--- src/rtl/regfile_write_stage.sv ---
// Write side of the 32x32 register file: buffers write-backs in a small FIFO,
// drains one entry per cycle into the array, and serves two forwarding read ports.
module regfile_write_stage #(
  parameter int DATA_W = 32,
  parameter int ADDR_W = 5,
  parameter int DEPTH  = 4
) (
  input  logic                     clock,
  input  logic                     ctrl_reset_n,
  input  logic                     wr_valid,
  output logic                     wr_ready,
  input  logic [ADDR_W-1:0]        ctrl_writeReg,
  input  logic [DATA_W-1:0]        data_writeReg,
  input  logic [ADDR_W-1:0]        ctrl_readRegA,
  input  logic [ADDR_W-1:0]        ctrl_readRegB,
  output logic [DATA_W-1:0]        data_readRegA,
  output logic [DATA_W-1:0]        data_readRegB,
  output logic                     commit_valid,
  output logic [ADDR_W-1:0]        commit_reg,
  output logic [$clog2(DEPTH):0]   pending_count
);

  localparam int PTR_W = $clog2(DEPTH);
  localparam int CNT_W = PTR_W + 1;
  localparam int NREG  = 2 ** ADDR_W;

  logic [DATA_W-1:0] regs_q      [NREG];
  logic [ADDR_W-1:0] fifo_addr_q [DEPTH];
  logic [DATA_W-1:0] fifo_data_q [DEPTH];

  logic [PTR_W-1:0]  rd_ptr_q, rd_ptr_d;
  logic [PTR_W-1:0]  wr_ptr_q, wr_ptr_d;
  logic [CNT_W-1:0]  count_q, count_d;
  logic              commit_valid_q, commit_valid_d;
  logic [ADDR_W-1:0] commit_reg_q, commit_reg_d;
  logic              push_s, pop_s;

  // Ready depends only on reset and occupancy, never on wr_valid.
  assign wr_ready = ctrl_reset_n & (count_q < CNT_W'(DEPTH));
  // Writes to register 0 are accepted but never enqueued.
  assign push_s   = wr_valid & wr_ready & (ctrl_writeReg != {ADDR_W{1'b0}});
  assign pop_s    = (count_q != {CNT_W{1'b0}});

  // Next-state for FIFO pointers, occupancy and the commit report.
  always_comb begin
    rd_ptr_d       = rd_ptr_q;
    wr_ptr_d       = wr_ptr_q;
    count_d        = count_q;
    commit_valid_d = 1'b0;
    commit_reg_d   = commit_reg_q;
    if (push_s) begin
      wr_ptr_d = wr_ptr_q + PTR_W'(1);
    end else begin
      wr_ptr_d = wr_ptr_q;
    end
    if (pop_s) begin
      rd_ptr_d       = rd_ptr_q + PTR_W'(1);
      commit_valid_d = 1'b1;
      commit_reg_d   = fifo_addr_q[rd_ptr_q];
    end else begin
      rd_ptr_d       = rd_ptr_q;
      commit_valid_d = 1'b0;
    end
    case ({push_s, pop_s})
      2'b10:   count_d = count_q + CNT_W'(1);
      2'b01:   count_d = count_q - CNT_W'(1);
      default: count_d = count_q;
    endcase
  end

  // Control state registers.
  always_ff @(posedge clock) begin
    if (!ctrl_reset_n) begin
      rd_ptr_q       <= {PTR_W{1'b0}};
      wr_ptr_q       <= {PTR_W{1'b0}};
      count_q        <= {CNT_W{1'b0}};
      commit_valid_q <= 1'b0;
      commit_reg_q   <= {ADDR_W{1'b0}};
    end else begin
      rd_ptr_q       <= rd_ptr_d;
      wr_ptr_q       <= wr_ptr_d;
      count_q        <= count_d;
      commit_valid_q <= commit_valid_d;
      commit_reg_q   <= commit_reg_d;
    end
  end

  // FIFO entry storage; pending entries are discarded on reset.
  always_ff @(posedge clock) begin
    if (!ctrl_reset_n) begin
      for (int i = 0; i < DEPTH; i++) begin
        fifo_addr_q[i] <= {ADDR_W{1'b0}};
        fifo_data_q[i] <= {DATA_W{1'b0}};
      end
    end else if (push_s) begin
      fifo_addr_q[wr_ptr_q] <= ctrl_writeReg;
      fifo_data_q[wr_ptr_q] <= data_writeReg;
    end
  end

  // Register array: the head entry is committed whenever the FIFO is non-empty.
  always_ff @(posedge clock) begin
    if (!ctrl_reset_n) begin
      for (int r = 0; r < NREG; r++) begin
        regs_q[r] <= {DATA_W{1'b0}};
      end
    end else if (pop_s) begin
      regs_q[fifo_addr_q[rd_ptr_q]] <= fifo_data_q[rd_ptr_q];
    end
  end

  // Scan oldest to youngest so the newest matching pending entry wins.
  function automatic logic [DATA_W-1:0] read_port(input logic [ADDR_W-1:0] idx);
    logic [DATA_W-1:0] val;
    logic [PTR_W-1:0]  slot;
    val = regs_q[idx];
    for (int i = 0; i < DEPTH; i++) begin
      slot = rd_ptr_q + PTR_W'(i);
      val  = ((CNT_W'(i) < count_q) && (fifo_addr_q[slot] == idx)) ? fifo_data_q[slot] : val;
    end
    if (idx == {ADDR_W{1'b0}}) begin
      val = {DATA_W{1'b0}};
    end else begin
      val = val;
    end
    return val;
  endfunction

  assign data_readRegA = read_port(ctrl_readRegA);
  assign data_readRegB = read_port(ctrl_readRegB);

  assign commit_valid  = commit_valid_q;
  assign commit_reg    = commit_reg_q;
  assign pending_count = count_q;

endmodule

--- config.mk ---
export PLATFORM = sky130hd
export DESIGN_NAME = regfile_write_stage
export DESIGN_NICKNAME = d
export VERILOG_FILES = /design/src/rtl/regfile_write_stage.sv
export SDC_FILE = /design/constraint.sdc
export NUM_CORES = 2
export LEC_CHECK = 0
export CAP_MARGIN = 5
export CORE_ASPECT_RATIO = 1.4
export CORE_MARGIN = 1.5
export CORE_UTILIZATION = 27
export DETAILED_ROUTE_END_ITERATION = 8
export PLACE_DENSITY_LB_ADDON = 0.3
export SLEW_MARGIN = 10
export SYNTH_ARGS = -nofsm -noshare
export SYNTH_HDL_FRONTEND = slang
export SYNTH_SLANG_ARGS = --single-unit
--- constraint.sdc ---
create_clock -name clock -period 2.9 [get_ports clock]
set_input_delay 0.29 -clock clock [delete_from_list [all_inputs] [get_ports clock]]
set_output_delay 0.29 -clock clock [all_outputs]
set_load 0.01 [all_outputs]
; ---- Yosys cells after proc, flatten, opt, wreduce, memory -nomap -nowiden
; Memories as Yosys holds them, arrays and structs flattened. A register that Yosys moved wholly into a read port is not among the register bits.
; Cells that the tools add are included.
[word_totals]
reg_bits = 13
mem_bits_rw = 1172
inputBits = 50
out_inout_bits = 74
mem_count = 3
[op_classes]
addsub = 6
order_cmp = 5
n_eq_ne = 10
n_mux = 31
bitwise_logic = 3
n_reduce_logical = 16
[mem_list]
columns = name, words, width, read_ports, rd_clocked_by_memory_dff, wr, line
row1 = regs_q, 32, 32, 2, 0, 32, 27  ; logic [DATA_W-1:0] regs_q [NREG];
row2 = fifo_data_q, 4, 32, 4, 1, 4, 29  ; logic [DATA_W-1:0] fifo_data_q [DEPTH];
row3 = fifo_addr_q, 4, 5, 4, 1, 4, 28  ; logic [ADDR_W-1:0] fifo_addr_q [DEPTH];
[op_table]
columns = operator, n
row1 = two-way mux 32 bit, 12
row2 = OR reduction 32 bit, 2
row3 = equality test 5 bit, 8
row4 = two-way mux 2 bit, 6
row5 = zero test 5 bit, 2
row6 = two-way mux 1 bit, 10
row7 = two-way mux 5 bit, 2
row8 = logical AND 1 bit, 8
row9 = less-than comparator 1 x 3 -> 1 bit (first input constant), 2
row10 = less-than comparator 2 x 3 -> 1 bit (first input constant), 2
row11 = one-hot mux 3 bit (2 select lines), 1
row12 = nonzero test 5 bit, 1
row13 = OR reduction 5 bit, 1
row14 = adder 2 x 1 -> 2 bit (second input constant), 2
row15 = adder 2 bit (second input constant), 2
row16 = adder 3 x 1 -> 3 bit (second input constant), 1
row17 = AND 1 bit, 3
row18 = less-than comparator 3 bit (second input constant), 1
row19 = nonzero test 3 bit, 1
row20 = subtractor 3 x 1 -> 3 bit (second input constant), 1
row21 = equality test 2 x 1 -> 1 bit (second input constant), 1
row22 = equality test 2 bit (second input constant), 1
row23 = nonzero test 2 bit, 1

; ---- Longest topological paths before layout
[logic_depth]
word_depth = 9
depth_mapped = 12
ltp_nobuf = 9

; ---- Worst setup path after synthesis
; Ideal clock, no wire load.
[synth_timing]
path_kind = flip-flop to flip-flop
startpoint = register count_q[0] (netlist: pending_count[0])
endpoint = memory regs_q[15][0], enable pin
setup_ns = 0.478
arrival_time_ns = 2.792
t_required_ns = 2.422
slack_ns = -0.369
stages_incl_launch_ff = 11
n_path_buf = 2
period_less_slack_ns = 3.269
path_cell_list = dfxtp_1 > inv_1 > ha_1 > nor2b_1 > clkinv_1 > and2_0 > and3_1 > clkbuf_1 > nand2_1 > clkbuf_1 > nand2_1
[synth_lines]
columns = element, line
row1 = start: declaration, 33  ; logic [CNT_W-1:0] count_q, count_d;
row2 = start signal: assignment, 76  ; count_q <= {CNT_W{1'b0}};
row3 = start signal: assignment, 82  ; count_q <= count_d;
row4 = end: declaration, 27

; ---- Worst setup path after layout
[layout_timing]
startpoint = register rd_ptr_q[0]
endpoint = output port data_readRegB[16]
[layout_between]
elab_chain_len = 8
elab_cells_between_ends = 15
classes_between = add/sub (3) / eq/ne (3) / mux (4) / reduce/logical (3) / memory (2)
[layout_rtl]
columns = element, line
row1 = start: declaration, 31  ; logic [PTR_W-1:0] rd_ptr_q, rd_ptr_d;
row2 = start signal: assignment, 74  ; rd_ptr_q <= {PTR_W{1'b0}};
row3 = start signal: assignment, 80  ; rd_ptr_q <= rd_ptr_d;
row4 = adder 2 x 1 -> 2 bit, 118  ; slot = rd_ptr_q + PTR_W'(i);
row5 = memory read (4 x 5 bit), --
row6 = equality test 5 bit, 119  ; val = ((CNT_W'(i) < count_q) && (fifo_addr_q[slot] == idx)) ? fifo_data_q[slot] : val;
row7 = logical AND 1 bit, 119
row8 = two-way mux 32 bit (2 in a row), 119
row9 = two-way mux 32 bit (*), 119
row10 = two-way mux 32 bit (*), 121  ; if (idx == {ADDR_W{1'b0}}) begin
row11 = end: declaration, 17  ; output logic [DATA_W-1:0] data_readRegB,
; Every way passes the cells marked *; elsewhere a longest branch is shown, timed or not.

==> out/qor.txt <==
Critical path origin = rd_ptr_q[0]
Clock root buffer = clkbuf_16
Clock Skew = 0.0297 ns
Area grow syn2layout = 27.8%
Final hold violations = 0
Cells after Synth = 5076
Hold Path Class = input port to register
Critical Path Start Type = register
Combinational Power Share = 35.1%
Starting Density = 27.1%
Worst IR Drop VDD = 0.544 mV
RSZ-0062 raised after global routing = yes
Post-route cell area = 0.0825 mm²
Setup CP Type = register to primary output
Number of global-route vias before repair = 49200
DP Area = 0.0757 mm²
Core Region = 0.238 mm²
Chip Width = 416 µm
Switching Share = 36.1%
FP Rows = 212
Status = finished with violations
Critical path data arrival time = 3.72 ns
Register area share after synthesis = 55.0%
Worst reg2reg path startpoint = fifo_addr_q[2][0]
Worst Setup End Kind = primary output
Post-synthesis sequential element count = 1187
Worst Path Max Fanout = 6
H-tree depth = 3
Max FFs per register = 1024
Grt total ovfl = 0
Largest net degree at the start of global routing = 97
IO buf count = 123
Fill cells = 22900
DR iter-0 viols = 5468
Mapped Avg Cell Area = 12.7 µm²
Initial antenna violation count = 4
DRC = 0
Die Height = 581 µm
Setup-failing EPs final = 64
Final WS setup = -1.11 ns
Gr usage total = 20.6%
Antenna Nets Post-Route = 0
Leading register cell type out of synthesis = edfxtp_1
Num CTS Buffers = 112
Clock power frac = 27.3%
Vias per cell = 5.49
Reg clk slew, reported paths = 0.07 ns
Net Switching = 19900 µW
DR vias = 48700
Share of post-route cells with drive strength above 1 = 36.3%
Commonest non-fill, non-tap cells in the layout = edfxtp_1, nor2_1, buf_4
CTS tree = yes
Dpl hpwl = 181000 µm
Top flop regs = regs_q x1024, fifo_data_q x128, fifo_addr_q x20
Nets = 5736
Reg with most FFs = regs_q
Flop pwr share = 37.7%
Most common cell after layout, fill and taps aside = edfxtp_1
Placer congestion estimate = 0.916
Critical path required time = 2.61 ns
Post-synth cell types = 65
Slew margin rel. = 48.8%
DRT Pass-1 Iters = 5
Die Area = 0.242 mm²
Synth Cell Area = 0.0645 mm²
CTS max path bufs = 3
Synth async-reset ratio = 0%
Final Util = 34.7%
Yosys warns = 0
Slew Viols, Final = 0
Maximum capacitance violations = 0
Leakage = 0.0294 µW
First-pass GRT wire length = 363000 µm
Failing checks = setup timing
Max Clk Rate = 249 MHz
Tot Pwr = 55200 µW
Drt total wl = 257000 µm
Routed len/inst = 28.9 µm
Min cycle time layout = 4.01 ns
Tcrit/Tclk final = 138%
PD cells = 670 mW/mm²
Hold path start = data_writeReg[2]
# IOs = 124
Clock sink count = 1187
Int Pwr = 35300 µW
Syn nets = 5131
Worst skew pair latency = 0.75 ns
EDFF count, synth = 1172
Worst-margin pin slew = 0.769 ns
-- critical path, cell delays in order (launching register included) --
cell and delay (ns):
dfxtp_4 0.36, buf_12 0.13, mux4_2 0.57, xnor2_2 0.20, nand4_1 0.20, or3_4 0.48, buf_6 0.14, a311o_1 0.32
a211oi_2 0.30, buf_4 0.20, buf_6 0.11
-- synthesized netlist by cell type (17+ instances only) --
library cell | instances | area [µm²]
a21oi_1 | 157 | 786
buf_2 | 114 | 571
o21ai_0 | 184 | 921
clkbuf_1 | 335 | 1260
buf_1 | 53 | 199
a221oi_1 | 39 | 342
nand3_1 | 38 | 190
o221ai_1 | 25 | 219
nand2_1 | 247 | 927
o21ai_1 | 47 | 235
xnor2_1 | 33 | 289
nor2_1 | 1122 | 4210
nor3_1 | 45 | 225
o211ai_1 | 30 | 225
nor2b_1 | 82 | 513
edfxtp_1 | 1172 | 35200
o31ai_1 | 17 | 128
o22ai_1 | 18 | 113
or3_1 | 21 | 131
mux2i_1 | 152 | 1520
a211oi_1 | 82 | 616
a31oi_1 | 57 | 357
and2_1 | 151 | 945
a22oi_1 | 55 | 413
mux4_2 | 483 | 10900
mux2_2 | 110 | 1240
a22o_1 | 36 | 315
-- logic make-up (layout without fill, tap and decap cells) --
family / after synthesis / after routing / synth area share [%]
simple gates: 1767 / 1769 / 11.7
flops: 1187 / 1187 / 55.0
compound gates: 792 / 792 / 7.90
mux: 745 / 745 / 21.1
buf+inv: 536 / 1230 / 3.50
xor+xnor: 44 / 44 / 0.609
fa+ha+maj: 5 / 5 / 0.0970
other cells: 0 / 8 / 0
-- final timing paths --
| path | end | slack, ns | cells after the start |
|---|---|---|---|
| max | data_readRegB[16] | -1.11 | 10 |
| min | fifo_data_q[0][2] | 0.27 | 2 |
| max reg2reg | regs_q[28][21] | 0.10 | 9 |
| min reg2reg | commit_reg[4] | 0.47 | 2 |
-- per-stage QoR --
step | TNS [ns] | std cells | hold WS [ns] | worst slack (ns)
finish | -59.07 | 8883 | 0.267 | -1.11
global route | -63.94 | 8880 | 0.262 | -1.16
CTS | -60.43 | 8857 | 0.219 | -1.09
detailed placement | -52.57 | 8576 | 0.466 | -1.11
global placement | -55.90 | 8576 | 0.467 | -1.14
floorplan | -25.87 | 5076 | 0.485 | -0.246
-- what timing repair did --
item                                    CTS  global route
setup buffers                            73            32
hold buffers                              1             0
endpoints found under the hold margin     8             0
gates cloned                             11             8
pin swaps                               102           104
resized for setup                       589           182
endpoints found under the setup margin   64            64
-- power by group through the flow --
stage | Combinational [µW] | Sequential (µW) | Clock [µW]
2_1_floorplan | 9370 | 20800 | 0
3_3_place_gp | 17300 | 21100 | 0
3_5_place_dp | 17400 | 21200 | 0
4_1_cts | 18500 | 20800 | 15200
5_1_grt | 20200 | 20900 | 15800
6_report | 19400 | 20800 | 15100
-- per-layer routing --
| metal | vias up | wire length, µm | global-route usage, % |
|---|---|---|---|
| met5 | - | 26 | 0 |
| met4 | 4 | 13100 | 9.38 |
| met3 | 595 | 18500 | 3.44 |
| met2 | 2358 | 133000 | 37.0 |
| met1 | 25300 | 92800 | 23.8 |
| li1 | 20500 | - | - |
-- area by class of cell --
type	instances	area, µm²	share of cell area, %
clock inverter	65	617	0.748
timing repair buffer	1014	10300	12.5
inverter	11	48.8	0.0592
tap	3103	3880	4.71
multi-input combinational	3355	29100	35.3
antenna	8	20.0	0.0243
sequential	1187	35500	43.1
clock buffer	140	2950	3.58
Note: power is estimated with default switching activity, not from simulation.
